==> src/rtl/piso_frame_sequencer_if.sv <==
// Bundle between the frame-buffer read logic and the PISO frame sequencer.
// slave: the sequencer itself; master: the upstream/driver-side view.
interface piso_frame_sequencer_if #(
  parameter int CNT_W = 8
);
  logic             start;
  logic             abort;
  logic             buf_sel;
  logic [CNT_W-1:0] num_words;
  logic             load_a;
  logic             load_b;
  logic             shift;
  logic             sclk;
  logic             latch;
  logic [CNT_W-1:0] word_idx;
  logic             busy;
  logic             done;

  modport master (
    output start, abort, buf_sel, num_words,
    input  load_a, load_b, shift, sclk, latch, word_idx, busy, done
  );

  modport slave (
    input  start, abort, buf_sel, num_words,
    output load_a, load_b, shift, sclk, latch, word_idx, busy, done
  );
endinterface

==> src/rtl/piso_frame_sequencer.sv <==
// Streams num_words words through one PISO register: load, WIDTH shifts at DIV clk/bit, latch, done.
// Outputs are registered (one cycle after the state decision); start is ignored while not IDLE.
module piso_frame_sequencer #(
  parameter int WIDTH     = 8,
  parameter int DIV       = 4,
  parameter int LATCH_LEN = 2,
  parameter int CNT_W     = 8
) (
  input  logic                  clk,
  input  logic                  reset_n,
  piso_frame_sequencer_if.slave bus
);
  localparam int DW  = $clog2(DIV) + 1;
  localparam int BW  = $clog2(WIDTH) + 1;
  localparam int LW  = $clog2(LATCH_LEN) + 1;
  localparam int CW1 = CNT_W + 1;

  localparam logic [DW-1:0] DIV_LAST = DW'(DIV - 1);
  localparam logic [DW-1:0] DIV_HALF = DW'(DIV / 2);
  localparam logic [BW-1:0] BIT_LAST = BW'(WIDTH - 1);
  localparam logic [LW-1:0] LAT_LAST = LW'(LATCH_LEN - 1);

  typedef enum logic [2:0] {IDLE, LOAD, SHIFT, LATCH, DONE} state_t;

  state_t           state;
  logic             sel;
  logic [CNT_W-1:0] nw;
  logic [DW-1:0]    div_cnt;
  logic [BW-1:0]    bit_cnt;
  logic [LW-1:0]    lat_cnt;

  logic [DW-1:0] div_nxt;
  logic [CNT_W:0] idx_inc;
  logic           more;

  assign div_nxt = div_cnt + DW'(1);
  assign idx_inc = {1'b0, bus.word_idx} + CW1'(1);
  assign more    = idx_inc < {1'b0, nw};

  // Output registers are set for the cycle that follows each transition.
  always_ff @(posedge clk or negedge reset_n) begin
    if (!reset_n) begin
      state        <= IDLE;
      sel          <= 1'b0;
      nw           <= '0;
      div_cnt      <= '0;
      bit_cnt      <= '0;
      lat_cnt      <= '0;
      bus.load_a   <= 1'b0;
      bus.load_b   <= 1'b0;
      bus.shift    <= 1'b0;
      bus.sclk     <= 1'b0;
      bus.latch    <= 1'b0;
      bus.word_idx <= '0;
      bus.busy     <= 1'b0;
      bus.done     <= 1'b0;
    end else begin
      bus.load_a <= 1'b0;
      bus.load_b <= 1'b0;
      bus.shift  <= 1'b0;
      bus.sclk   <= 1'b0;
      bus.latch  <= 1'b0;
      bus.done   <= 1'b0;
      if (bus.abort) begin
        state    <= IDLE;
        div_cnt  <= '0;
        bit_cnt  <= '0;
        lat_cnt  <= '0;
        bus.busy <= 1'b0;
      end else begin
        case (state)
          IDLE: begin
            bus.busy <= 1'b0;
            if (bus.start) begin
              if (bus.num_words != '0) begin
                state        <= LOAD;
                sel          <= bus.buf_sel;
                nw           <= bus.num_words;
                bus.word_idx <= '0;
                bus.load_a   <= ~bus.buf_sel;
                bus.load_b   <= bus.buf_sel;
                bus.busy     <= 1'b1;
              end else begin
                state    <= DONE;
                bus.done <= 1'b1;
              end
            end
          end
          LOAD: begin
            state   <= SHIFT;
            div_cnt <= '0;
            bit_cnt <= '0;
          end
          SHIFT: begin
            if (div_cnt != DIV_LAST) begin
              div_cnt   <= div_nxt;
              bus.sclk  <= (div_nxt >= DIV_HALF);
              bus.shift <= (div_nxt == DIV_LAST);
            end else begin
              div_cnt <= '0;
              bit_cnt <= bit_cnt + BW'(1);
              if (bit_cnt == BIT_LAST) begin
                if (more) begin
                  state        <= LOAD;
                  bus.word_idx <= idx_inc[CNT_W-1:0];
                  bus.load_a   <= ~sel;
                  bus.load_b   <= sel;
                end else begin
                  state     <= LATCH;
                  lat_cnt   <= '0;
                  bus.latch <= 1'b1;
                end
              end
            end
          end
          LATCH: begin
            if (lat_cnt == LAT_LAST) begin
              state    <= DONE;
              bus.done <= 1'b1;
              bus.busy <= 1'b0;
            end else begin
              lat_cnt   <= lat_cnt + LW'(1);
              bus.latch <= 1'b1;
            end
          end
          DONE:    state <= IDLE;
          default: state <= IDLE;
        endcase
      end
    end
  end
endmodule

==> src/flat_wrapper.sv <==
// flat-port wrapper written by rule: the top's interface ports become plain ports
module piso_frame_sequencer_flat 
#(
  parameter int WIDTH     = 8,
  parameter int DIV       = 4,
  parameter int LATCH_LEN = 2,
  parameter int CNT_W     = 8
)
  (clk, reset_n, bus_start, bus_abort, bus_buf_sel, bus_num_words, bus_load_a, bus_load_b, bus_shift, bus_sclk, bus_latch, bus_word_idx, bus_busy, bus_done);
  piso_frame_sequencer_if #(.CNT_W(CNT_W)) bus_i ();
  input  logic clk;
  input  logic reset_n;
  input wire logic [$bits(bus_i.start)-1:0] bus_start;
  input wire logic [$bits(bus_i.abort)-1:0] bus_abort;
  input wire logic [$bits(bus_i.buf_sel)-1:0] bus_buf_sel;
  input wire logic [$bits(bus_i.num_words)-1:0] bus_num_words;
  output wire logic [$bits(bus_i.load_a)-1:0] bus_load_a;
  output wire logic [$bits(bus_i.load_b)-1:0] bus_load_b;
  output wire logic [$bits(bus_i.shift)-1:0] bus_shift;
  output wire logic [$bits(bus_i.sclk)-1:0] bus_sclk;
  output wire logic [$bits(bus_i.latch)-1:0] bus_latch;
  output wire logic [$bits(bus_i.word_idx)-1:0] bus_word_idx;
  output wire logic [$bits(bus_i.busy)-1:0] bus_busy;
  output wire logic [$bits(bus_i.done)-1:0] bus_done;
  assign bus_i.start = bus_start;
  assign bus_i.abort = bus_abort;
  assign bus_i.buf_sel = bus_buf_sel;
  assign bus_i.num_words = bus_num_words;
  assign bus_load_a = bus_i.load_a;
  assign bus_load_b = bus_i.load_b;
  assign bus_shift = bus_i.shift;
  assign bus_sclk = bus_i.sclk;
  assign bus_latch = bus_i.latch;
  assign bus_word_idx = bus_i.word_idx;
  assign bus_busy = bus_i.busy;
  assign bus_done = bus_i.done;
  piso_frame_sequencer #(.WIDTH(WIDTH), .DIV(DIV), .LATCH_LEN(LATCH_LEN), .CNT_W(CNT_W)) u_core (.clk(clk), .reset_n(reset_n), .bus(bus_i));
endmodule
==> config.mk <==
export PLATFORM = sky130hd
export DESIGN_NAME = piso_frame_sequencer_flat
export DESIGN_NICKNAME = d
export VERILOG_FILES = /design/src/rtl/piso_frame_sequencer_if.sv /design/src/rtl/piso_frame_sequencer.sv /design/src/flat_wrapper.sv
export SDC_FILE = /design/constraint.sdc
export NUM_CORES = 1
export LEC_CHECK = 0
export ABC_AREA = 1
export CAP_MARGIN = 20
export CORE_UTILIZATION = 30
export DETAILED_ROUTE_END_ITERATION = 16
export DONT_BUFFER_PORTS = 1
export SYNTH_ARGS = -nofsm -noshare
export SYNTH_HDL_FRONTEND = slang
export SYNTH_SLANG_ARGS = --single-unit
==> constraint.sdc <==
create_clock -name clk -period 4.3 [get_ports clk]
set_clock_uncertainty 0.05 [all_clocks]
set_input_delay 0.86 -clock clk [delete_from_list [all_inputs] [get_ports clk]]
set_output_delay 0.86 -clock clk [all_outputs]
set_load 0.01 [all_outputs]
# == Word level (Yosys, flattened, before mapping) ==
# Cells that the tools add are included.
# word_totals
ff_bits,36
input_bits,13
out_inout_bits,15
elab_cells,115
# classes
add_sub_neg,4
magnitude_cmp,2
eq_ne,18
muxes,62
n_bitwise,3
reduce_logical,12
# op_table
cell,n
8-bit 2-to-1 mux,5
1-bit 2-to-1 mux,31
3-bit 2-to-1 mux,8
8-bit case mux with 2 select lines,1
2-bit 2-to-1 mux,6
"3-bit != test, second input constant",4
3-bit case mux with 4 select lines,1
1-bit case mux with 2 select lines,5
"8-bit by 1-bit adder with 9-bit output, second input constant",1
"3-bit by 2-bit equality test with 1-bit output, second input constant",3
9-bit by 8-bit < comparator with 1-bit output,1
"3-bit by 2-bit != test with 1-bit output, second input constant",3
3-bit nonzero test,3
4-bit 2-to-1 mux,2
4-bit case mux with 2 select lines,1
4-bit AND reduction,2
8-bit nonzero test,1
7-bit AND reduction,1
"2-bit by 1-bit != test with 1-bit output, second input constant",3
3-bit case mux with 2 select lines,1
5-bit AND reduction,1
"4-bit by 1-bit adder with 4-bit output, second input constant",1
"4-bit by 3-bit equality test with 1-bit output, second input constant",1
"2-bit != test, second input constant",2
10 further kinds,13

# == Depth between registers and ports, before layout ==
# Gate-level depths: netlist of the first run.
# logic_depth
word_depth,7
depth_mapped,17
depth_no_buf,17

# == Least setup slack after synthesis of the first run ==
# Ideal clock, no wire load.
# synth_path
kind,register to register
start,reg u_core.bus.word_idx[0]
end,reg u_core.bus.word_idx[6]
setup_ns,0.117
t_arrival_ns,2.140
required_ns,4.133
path_slack_ns,1.993
stages_incl_launch_ff,17
n_path_buf,0
synth_period_minus_slack_ns,2.307
cell_sequence,dfrtp_1 -> ha_1 -> nand3_1 -> nor2_1 -> xnor2_1 -> inv_1 -> ha_1 -> nand2_1 -> nand2_1 -> nand2_1 -> nand2_1 -> nor2_1 -> nand2_2 -> nand2_2 -> nand2_4 -> nand2_1 -> nand2_1
# synth_between
elab_chain_cells,5
word_cells_on_any_way,8
classes_between,1 x add/sub; 1 x order compare; 1 x eq/ne; 4 x mux; 1 x reduce/logical
# synth_lines
item,line,source
start: declaration,piso_frame_sequencer_if.sv:26,"output load_a, load_b, shift, sclk, latch, word_idx, busy, done"
start signal: assignment,piso_frame_sequencer.sv:105,bus.word_idx <= idx_inc[CNT_W-1:0];
8-bit by 1-bit adder with 9-bit output *,piso_frame_sequencer.sv:37,"assign idx_inc = {1'b0, bus.word_idx} + CW1'(1);"
"parallel branches: the longest is 4 deep, another holds 9-bit by 8-bit < comparator with 1-bit output",n/a,
# Every way passes the cells marked *. The select of a mux whose other input is x is not followed.
# A chain may end at the register's enable or synchronous reset.

# == Worst setup path after layout of the first run ==
# layout_path
start,reg u_core.bus.word_idx[0]
end,reg u_core.bus.word_idx[4]
# The elaborated chain is that of the path after synthesis.

==> results of run 1 <==
[kinds of logic (layout without fill, tap and decap cells)]
logic type	after synthesis	after routing	share of synthesized area
multiplexers	1	1	0.00470
adder cells (fa/ha/maj)	15	15	0.0880
buffers and inverters	53	57	0.0974
XOR/XNOR	3	3	0.0123
flip-flops	36	36	0.423
AO/OA/AOI/OAI	26	26	0.0663
AND/OR/NAND/NOR	143	143	0.309
[layer usage]
layer	up-vias	global-route usage	part of all wire
li1	877	-	-
met2	28	0.222	0.46
met3	8	0.0457	0.050
met4	0	0.0652	0.020
met5	-	0	0
met1	759	0.164	0.47
[registers in the layout, indices dropped and copies added (netlist names)]
register and count:
u_core.bus.word_idx 8, u_core.nw 8, u_core.bit_cnt 4, u_core.div_cnt 3
u_core.state 3, u_core.lat_cnt 2, u_core.bus.busy 1, u_core.bus.done 1
u_core.bus.latch 1, u_core.bus.load_a 1, u_core.bus.load_b 1, u_core.bus.sclk 1
u_core.bus.shift 1, u_core.sel 1
[worst max-delay path: stages, from the launching register on]
cell and delay, ns:
dfrtp_1 0.51, ha_1 0.25, nand3_1 0.15, nor2_1 0.15
xnor2_1 0.15, inv_1 0.06, ha_1 0.28, nand2_1 0.07
nand2_1 0.05, nand2_1 0.05, nand2_1 0.04, nor2_1 0.16
nand2_2 0.11, nand2_2 0.18, nand2_4 0.10, nand2_1 0.07
nand2_1 0.05
[power groups by stage]
stage | logic [mW] | clock network (mW) | registers, mW
after floorplan | 0.128 | 0 | 0.405
after global placement | 0.150 | 0 | 0.413
after detailed placement | 0.151 | 0 | 0.414
after CTS | 0.152 | 0.276 | 0.408
after global routing | 0.176 | 0.296 | 0.413
final | 0.151 | 0.266 | 0.408
[per-stage QoR]
step,utilization,cell area (sq um),worst slack [ns],total power [mW]
after floorplan,-,2130,1.99,0.533
after global placement,0.327,2230,1.81,0.563
after detailed placement,0.327,2230,1.70,0.566
after CTS,0.341,2330,1.68,0.837
after global routing,0.341,2330,1.37,0.885
final,0.341,2330,1.69,0.824
[cell usage after synthesis, drive strengths merged, types with 4 or more instances]
library cell	count
dfrtp	36
nor2	33
nor3	5
ha	15
a21oi	6
nand2	75
inv	50
nand3	24
o22ai	4
o21ai	13
[final timing paths]
check | from | to | slack (ns) | depth (start not counted)
setup / recovery | u_core.bus.word_idx[0] | u_core.bus.word_idx[4] | 1.69 | 16
hold / removal | reset_n | u_core.bus.done | 0.20 | 0
setup reg to reg | u_core.bus.word_idx[0] | u_core.bus.word_idx[4] | 1.69 | 16
hold reg to reg | u_core.lat_cnt[1] | u_core.lat_cnt[1] | 0.43 | 2
max in group asynchronous | reset_n | u_core.sel | 3.91 | 0
min in group clk | u_core.lat_cnt[1] | u_core.lat_cnt[1] | 0.43 | 2
[cell usage in the layout, fill, tap and decap left out]
master and n:
nor2_1 29, clkbuf_8 7, nand2_4 1, nand2_2 6
inv_1 47, mux2i_1 1, xor2_1 2, o21ai_0 10
nand4_1 1, nand4_2 1, xnor2_1 1, inv_2 3
nor3_2 1, o22ai_1 4, and3_1 1, or2_2 1
o21ai_1 3, dfrtp_1 36, nand3_1 24, o211ai_1 2
nand3b_1 1, a31oi_1 1, a21oi_1 6, nand3b_2 1
ha_1 15, nor2_4 4, nor3_1 4, nand2_1 68
[layout make-up]
class / count / area, sq um / share of cell area
flip-flops and latches: 36 / 901 / 0.387
well taps: 96 / 120 / 0.0516
clock buffers: 7 / 96.3 / 0.0414
inverters: 50 / 188 / 0.0806
multi-input cells: 188 / 1020 / 0.440
==> results.sh, run 1 <==
export IMPL_drive_gt1_frac=0.0890
export IMPL_clock_power_share=0.322
export IMPL_p_int_uw=572
export IMPL_synthFlopType="dfrtp_1"
export IMPL_cts_tree="built"
export IMPL_fill_cells=741
export IMPL_avgSynthCellArea_sq_um=7.70
export IMPL_rows=30
export IMPL_antenna_cells=0
export IMPL_gr_total_overflow=0
export IMPL_async_reset_ff_frac=1.00
export IMPL_antenna_found_initial=0
export IMPL_drt_initial_drc_count=37
export IMPL_grt_max_degree=37
export IMPL_cts_max_path_buffers=2
export IMPL_drv_slew=0
export IMPL_die_area_sq_mm=0.00745
export IMPL_drtAntennaViolNets=0
export IMPL_worstPathArrival_ns=2.74
export IMPL_slew_headroom=0.551
export IMPL_ys_ff_latch=36
export IMPL_clkSinkCount=36
export IMPL_clk_pin_slew_ns=0.07
export IMPL_worstSetupPathType="reg2reg"
export IMPL_max_clock_freq_mhz=384
export IMPL_synthTopCellsByArea="dfrtp_1 42%, nand2_1 12%, ha_1 8.8%"
export IMPL_worstMarginPinSlew_ns=0.672
export IMPL_num_nets_final=309
export IMPL_crit_required_ns=4.44
export IMPL_drc=0
export IMPL_via_per_inst=4.44
export IMPL_die_x_um=86.3
export IMPL_syn_inst=277
export IMPL_ir_worst_vdd_mv=0.100
export IMPL_synthDistinctLibCells=30
export IMPL_grt_pass1_wl_mm=7.67
export IMPL_min_period_ns=2.61
export IMPL_first_pass_iters=4
export IMPL_status="complete, no violations"
export IMPL_synth_nets=305
export IMPL_p_per_area_mw_per_mm2=354
export IMPL_netlist_area_leader_share=0.423
export IMPL_cts_hold_buf=0
export IMPL_drv_cap=0
export IMPL_yosys_warnings=0
export IMPL_place_gp_congestion=0.807
export IMPL_synth_area_sq_mm=0.00213
export IMPL_hold_worst_slack_ns=0.204
export IMPL_stdcell_count=377
export IMPL_post_cts_resized=0
export IMPL_htree_levels=2
export IMPL_wl_per_cell_um=11.8
export IMPL_p_sw_uw=252
export IMPL_num_vias=1672
export IMPL_total_leakage_power_nw=1.24
export IMPL_clkLatencyLatePin_ns=0.29
export IMPL_setup_tns_ns=0
export IMPL_hold_violations=0
export IMPL_startpoint_type="register"
export IMPL_rsz0062_at_grt="no"
export IMPL_cp_max_fo=10
export IMPL_finalCritPeriodShare=0.606
export IMPL_grt_usage=0.137
export IMPL_finalSetupViolCount=0
export IMPL_post_cts_buffers=0
export IMPL_ios=28
export IMPL_die_h_um=86.3
export IMPL_start_util=0.312
export IMPL_syn2layout_area_growth_pct=9.21
export IMPL_cp_end_kind="register"
export IMPL_combPwrFrac=0.183
export IMPL_io_buffers=0
export IMPL_cts_root_buf="clkbuf_8"
export IMPL_yosysTopAreaCell="dfrtp_1"
export IMPL_dp_hpwl_mm=3.38
export IMPL_core_area_sq_mm=0.00683
export IMPL_numCtsBuffers=5
export IMPL_seqPwrFrac=0.495
export IMPL_hold_class="in2async"
export IMPL_synth_seq_area_share=0.423
export IMPL_wl_mm=4.45
export IMPL_synth_edf_count=0
export IMPL_grt_pass1_vias=1655
export IMPL_switching_share=0.306
export IMPL_dp_cells=370
Note: power is estimated with default switching activity, not from simulation.
==> run 2, diff against run 1 <==
clock period = 2.5 ns   (was 4.3 ns; I/O delays follow)
==> run 2 against run 1 <==
Effect of this change: utilization grew 2.4 points; register-to-register slack worse by 1.5 ns; sequential power up 70%; clock power increased by 98%; sequential share of layout area fell by 2.5 points; flip-flop and latch count unchanged; maximum frequency up 13%; count of clock-buffer cells in the layout shrank 2; non-clock buffer count is 12 higher; largest cell class unchanged; largest power group unchanged; highest routed layer unchanged.
==> results.sh, run 2 (synthesis gave the netlist of run 1 again) <==
export IMPL_ios=28
export IMPL_core_area_sq_mm=0.00683
export IMPL_combPwrFrac=0.199
export IMPL_antenna_cells=0
export IMPL_die_area_sq_mm=0.00745
export IMPL_place_gp_congestion=0.877
export IMPL_die_x_um=86.3
export IMPL_seqPwrFrac=0.455
export IMPL_ir_worst_vdd_mv=0.215
export IMPL_clock_power_share=0.346
export IMPL_worstSetupPathType="reg2reg"
export IMPL_drc=0
export IMPL_via_per_inst=4.44
export IMPL_dpl_instance_area_sq_mm=0.00227
export IMPL_hold_violations=0
export IMPL_dp_cells=375
export IMPL_stdcell_count=390
export IMPL_drt_initial_drc_count=91
export IMPL_drive_gt1_frac=0.146
export IMPL_total_leakage_power_nw=1.33
export IMPL_grt_max_degree=37
export IMPL_gr_total_overflow=0
export IMPL_hold_class="in2reg"
export IMPL_crit_path_cell_trace="ha_2 > nand3_1 > buf_4 > nor2_2 > nor2_1 > ha_1 > nand2_1 > nor2_1 > nand2_1 > nand3_1 > nand2_2 > nand2_2 > nand2_4 > buf_12 > nand3_1 > nand2_1"
export IMPL_slowest_stage="dfrtp_1"
export IMPL_finalSetupViolCount=0
export IMPL_status="complete, no violations"
export IMPL_finalCritPeriodShare=0.925
export IMPL_max_clock_freq_mhz=433
export IMPL_cts_root_buf="clkbuf_8"
export IMPL_io_buffers=0
export IMPL_wl_per_cell_um=11.9
export IMPL_grt_pass1_wl_mm=7.75
export IMPL_dp_hpwl_mm=3.46
export IMPL_p_per_area_mw_per_mm2=610
export IMPL_p_sw_uw=473
export IMPL_clkLatencyLatePin_ns=0.30
export IMPL_grt_usage=0.136
export IMPL_cts_max_path_buffers=2
export IMPL_grt_pass1_vias=1723
export IMPL_cp_end_kind="register"
export IMPL_wl_mm=4.66
export IMPL_final_common_cell="nand2_1"
export IMPL_switching_share=0.311
export IMPL_start_util=0.312
export IMPL_most_common_layout_cells="67 x nand2_1, 47 x inv_1, 36 x dfrtp_1, 26 x nor2_1, 23 x nand3_1"
export IMPL_slew_headroom=0.534
export IMPL_fin_area_sq_mm=0.00249
export IMPL_die_h_um=86.3
export IMPL_slowest_delay_ns=0.40
export IMPL_top_regs="u_core.bus.word_idx (8), u_core.nw (8), u_core.bit_cnt (4)"
export IMPL_startpoint_type="register"
export IMPL_hold_worst_slack_ns=0.224
export IMPL_numCtsBuffers=5
export IMPL_final_util=0.365
export IMPL_antenna_found_initial=0
export IMPL_worstMarginPinSlew_ns=0.697
export IMPL_first_pass_iters=4
export IMPL_p_int_mw=1.05
export IMPL_drtAntennaViolNets=0
export IMPL_clk_pin_slew_ns=0.07
export IMPL_cts_tree="built"
export IMPL_clkSinkCount=36
export IMPL_num_vias=1733
export IMPL_drv_slew=0
export IMPL_num_nets_final=321
export IMPL_htree_levels=2
export IMPL_drv_cap=0
export IMPL_crit_required_ns=2.64
export IMPL_worstPathArrival_ns=2.45
export IMPL_syn2layout_area_growth_pct=16.9
export IMPL_min_period_ns=2.31
export IMPL_rows=30
export IMPL_cp_max_fo=5
[run 2: cell types whose count changed in the layout (fill, tap and decap cells not counted), moves of 2 or more]
cell,previous run,this run
buf_12,0,2
buf_4,0,8
clkbuf_8,7,5
nor2_1,29,26
nor2_2,0,2
[run 2: metrics by stage]
step                setup WS [ns]  setup TNS (ns)  power (mW)
floorplan                   0.193               0       0.917
global placement            0.110               0       0.972
detailed placement         0.0511               0       0.978
CTS                        0.0190               0        1.53
global route              -0.0338          -0.150        1.62
finish                      0.189               0        1.52
[run 2: path summary, 6_finish.rpt]
check	slack (ns)	to	depth (start not counted)	startpoint
max	0.19	u_core.bus.word_idx[4]	16	u_core.bus.word_idx[0]
min	0.22	u_core.bus.latch	1	bus_abort
max reg2reg	0.19	u_core.bus.word_idx[4]	16	u_core.bus.word_idx[0]
min reg2reg	0.43	u_core.lat_cnt[1]	2	u_core.lat_cnt[1]
max in group asynchronous	1.61	u_core.bus.busy	2	reset_n
min in group asynchronous	0.60	u_core.state[2]	2	reset_n
[run 2: layer usage]
layer | track usage | vias to the layer above | part of all wire
met3 | 0.0390 | 8 | 0.063
met4 | 0.0591 | 0 | 0.018
met1 | 0.159 | 790 | 0.44
met5 | 0 | - | 0
li1 | - | 901 | -
met2 | 0.232 | 34 | 0.48
[run 2: cell type report]
type	instances	area (sq um)
Multi-Input combinational cell	188	1050
Inverter	50	188
Fill cell	734	4340
Clock inverter	3	42.5
Tap cell	96	120
Sequential cell	36	901
Timing Repair Buffer	12	121
Clock buffer	5	68.8
[run 2: power by group through the flow]
stage               combinational [mW]  clock (mW)  sequential (mW)
floorplan                        0.221           0            0.696
global placement                 0.271           0            0.701
detailed placement               0.275           0            0.703
CTS                              0.297       0.540            0.692
global route                     0.351       0.563            0.702
finish                           0.302       0.526            0.692
[run 2: critical path, delay by kind of cell, from the launching register on]
family | cells | cell delay (ns)
flops | 1 | 0.40
fa+ha+maj | 2 | 0.48
buf+inv | 2 | 0.31
simple gates | 12 | 0.95
[run 2: what timing repair did]
item | 4_1_cts | 5_1_grt
endpoints found under the setup margin | 0 | 12
buffers inserted | 0 | 5
hold buffers | 2 | 0
resized for setup | 0 | 9
endpoints found under the hold margin | 36 | 0
==> run 3, diff against run 2 <==
ABC_AREA = not set   (was 1)
ABC_CLOCK_PERIOD_IN_PS = 2500   (was not set)
==> run 3 against run 2 <==
Effect of this change: combinational power up 53%; highest routed layer unchanged; largest cell class unchanged; via count grew 3.1%; hold slack got worse by 0.014 ns.
==> results.sh, run 3 <==
export IMPL_clkSinkCount=36
export IMPL_avgSynthCellArea_sq_um=9.33
export IMPL_fill_cells=750
export IMPL_fin_area_sq_mm=0.00260
export IMPL_cp_max_fo=6
export IMPL_die_h_um=88.2
export IMPL_ir_worst_vdd_mv=0.227
export IMPL_startpoint_type="register"
export IMPL_io_buffers=0
export IMPL_dp_hpwl_mm=3.62
export IMPL_via_per_inst=5.11
export IMPL_synthDistinctLibCells=52
export IMPL_antenna_cells=0
export IMPL_r2r_slack_ns=0.09
export IMPL_cts_max_path_buffers=2
export IMPL_power_mw=1.72
export IMPL_grt_usage=0.142
export IMPL_synth_top_family_by_area="simple AND/OR/NAND/NOR gates"
export IMPL_wl_per_cell_um=14.6
export IMPL_worstPathArrival_ns=2.54
export IMPL_gr_total_overflow=0
export IMPL_ys_top_cells_by_count="36 x dfrtp_1, 28 x nand2_1, 20 x inv_1"
export IMPL_cts_root_buf="clkbuf_8"
export IMPL_p_sw_uw=527
export IMPL_start_util=0.309
export IMPL_syn_inst=239
export IMPL_slew_headroom=0.610
export IMPL_synthXorXnorAreaFrac=0.0314
export IMPL_crit_required_ns=2.63
export IMPL_die_area_sq_mm=0.00779
export IMPL_grt_max_degree=37
export IMPL_status="complete, no violations"
export IMPL_worstMarginPinSlew_ns=0.584
export IMPL_ys_ff_latch=36
export IMPL_netlist_area_leader_share=0.404
export IMPL_synthTopCellsByArea="dfrtp_1 40%, ha_1 8.4%, nand2_1 4.7%"
export IMPL_drv_cap=0
export IMPL_drc=0
export IMPL_num_vias=1787
export IMPL_synthFlopType="dfrtp_1"
export IMPL_clk_pin_slew_ns=0.08
export IMPL_place_gp_congestion=0.775
export IMPL_dpl_instance_area_sq_mm=0.00238
export IMPL_syn2layout_area_growth_pct=16.4
export IMPL_drt_initial_drc_count=58
export IMPL_muxShareOfSynthArea=0.0101
export IMPL_finalCritPeriodShare=0.966
export IMPL_first_pass_iters=5
export IMPL_rows=31
export IMPL_finalSetupViolCount=0
export IMPL_clkLatencyLatePin_ns=0.29
export IMPL_total_leakage_power_nw=1.13
export IMPL_worstSetupPathType="reg2reg"
export IMPL_yosysTopAreaCell="dfrtp_1"
export IMPL_synth_area_sq_mm=0.00223
export IMPL_drtAntennaViolNets=0
export IMPL_p_int_mw=1.20
export IMPL_wl_mm=5.10
export IMPL_antenna_found_initial=0
export IMPL_min_period_ns=2.41
export IMPL_cts_tree="built"
export IMPL_switching_share=0.306
export IMPL_core_area_sq_mm=0.00721
export IMPL_max_clock_freq_mhz=414
export IMPL_yosys_warnings=0
export IMPL_hold_violations=0
export IMPL_numCtsBuffers=5
export IMPL_ios=28
export IMPL_synth_compound_gate_area_share=0.187
export IMPL_synth_fa_ha_area_frac=0.0841
export IMPL_grt_pass1_vias=1747
export IMPL_combPwrFrac=0.267
export IMPL_seqPwrFrac=0.403
export IMPL_drv_slew=0
export IMPL_synthSimpleGateAreaFrac=0.215
export IMPL_cp_end_kind="register"
export IMPL_p_per_area_mw_per_mm2=664
export IMPL_most_common_layout_cells="34 x dfrtp_1, 28 x nand2_1, 20 x inv_1"
export IMPL_hold_class="in2reg"
export IMPL_async_reset_ff_frac=1.00
export IMPL_htree_levels=2
export IMPL_synth_nets=267
export IMPL_grt_pass1_wl_mm=8.36
export IMPL_clock_power_share=0.330
export IMPL_synth_edf_count=0
export IMPL_yosysMostFrequentCell="dfrtp_1"
export IMPL_num_nets_final=278
export IMPL_die_x_um=88.2
export IMPL_synth_seq_area_share=0.404
export IMPL_top_regs="u_core.bus.word_idx (8), u_core.nw (8), u_core.bit_cnt (4)"
export IMPL_final_common_cell="dfrtp_1"
export IMPL_drive_gt1_frac=0.187
## run 3: final cells by class
type / instances / area [sq um] / area share
multi-input cells: 170 / 1220 / 0.471
clock inverters: 1 / 30.0 / 0.0116
well taps: 99 / 124 / 0.0477
repair buffers: 17 / 146 / 0.0564
clock buffers: 7 / 96.3 / 0.0371
flip-flops and latches: 36 / 903 / 0.348
inverters: 20 / 75.1 / 0.0289
## run 3: path summary, 6_finish.rpt
path	from	to	cells past startpoint
max	u_core.bus.word_idx[1]	u_core.state[1]	9
min	bus_abort	u_core.lat_cnt[1]	1
max reg2reg	u_core.bus.word_idx[1]	u_core.state[1]	9
min reg2reg	u_core.sel	u_core.bus.load_a	1
max in group asynchronous	reset_n	u_core.bus.word_idx[0]	2
min in group asynchronous	reset_n	u_core.div_cnt[0]	2
## run 3: logic make-up (layout without fill, tap and decap cells)
logic type,after synthesis,count (layout)
AND/OR/NAND/NOR,92,92
XOR/XNOR,8,8
adder cells (fa/ha/maj),15,15
AO/OA/AOI/OAI,53,53
flip-flops,36,36
buffers and inverters,33,45
multiplexers,2,2
## run 3: worst max-delay path, stage by stage (launching register included)
cell	delay (ns)
dfrtp_2	0.39
buf_4	0.17
nand3_1	0.09
xnor2_1	0.22
ha_1	0.28
o21a_1	0.18
nor2_1	0.22
o31a_1	0.35
a21oi_4	0.10
o221a_1	0.25
## run 3: timing repair
item	CTS	global route
hold buffers	2	0
pin swaps	1	7
gates resized for setup	0	8
setup buffers	0	2
hold endpoints to repair	36	0
endpoints found under the setup margin	1	14
## run 3: layer usage
metal,vias up,track usage,routed length (um)
li1,869,-,-
met3,8,0.0438,241
met4,0,0.0484,86
met5,-,0,0
met2,30,0.253,2690
met1,880,0.159,2080
## run 3: power groups by stage
stage | clock [mW] | sequential (mW) | combinational (mW)
6_report | 0.569 | 0.695 | 0.461
5_1_grt | 0.612 | 0.702 | 0.513
4_1_cts | 0.587 | 0.692 | 0.447
3_5_place_dp | 0 | 0.704 | 0.420
3_3_place_gp | 0 | 0.702 | 0.405
2_1_floorplan | 0 | 0.696 | 0.327
## run 3: stage by stage
| step | setup TNS, ns | instances | util | setup WS (ns) | hold WS, ns |
|---|---|---|---|---|---|
| floorplan | 0 | 239 | - | 0.0140 | 0.154 |
| global placement | 0 | 338 | 0.330 | 0.0811 | 0.156 |
| detailed placement | 0 | 338 | 0.330 | 0.0240 | 0.156 |
| CTS | 0 | 348 | 0.351 | 0.0175 | 0.201 |
| global route | -0.0550 | 350 | 0.360 | -0.0259 | 0.192 |
| finish | 0 | 350 | 0.360 | 0.0861 | 0.210 |
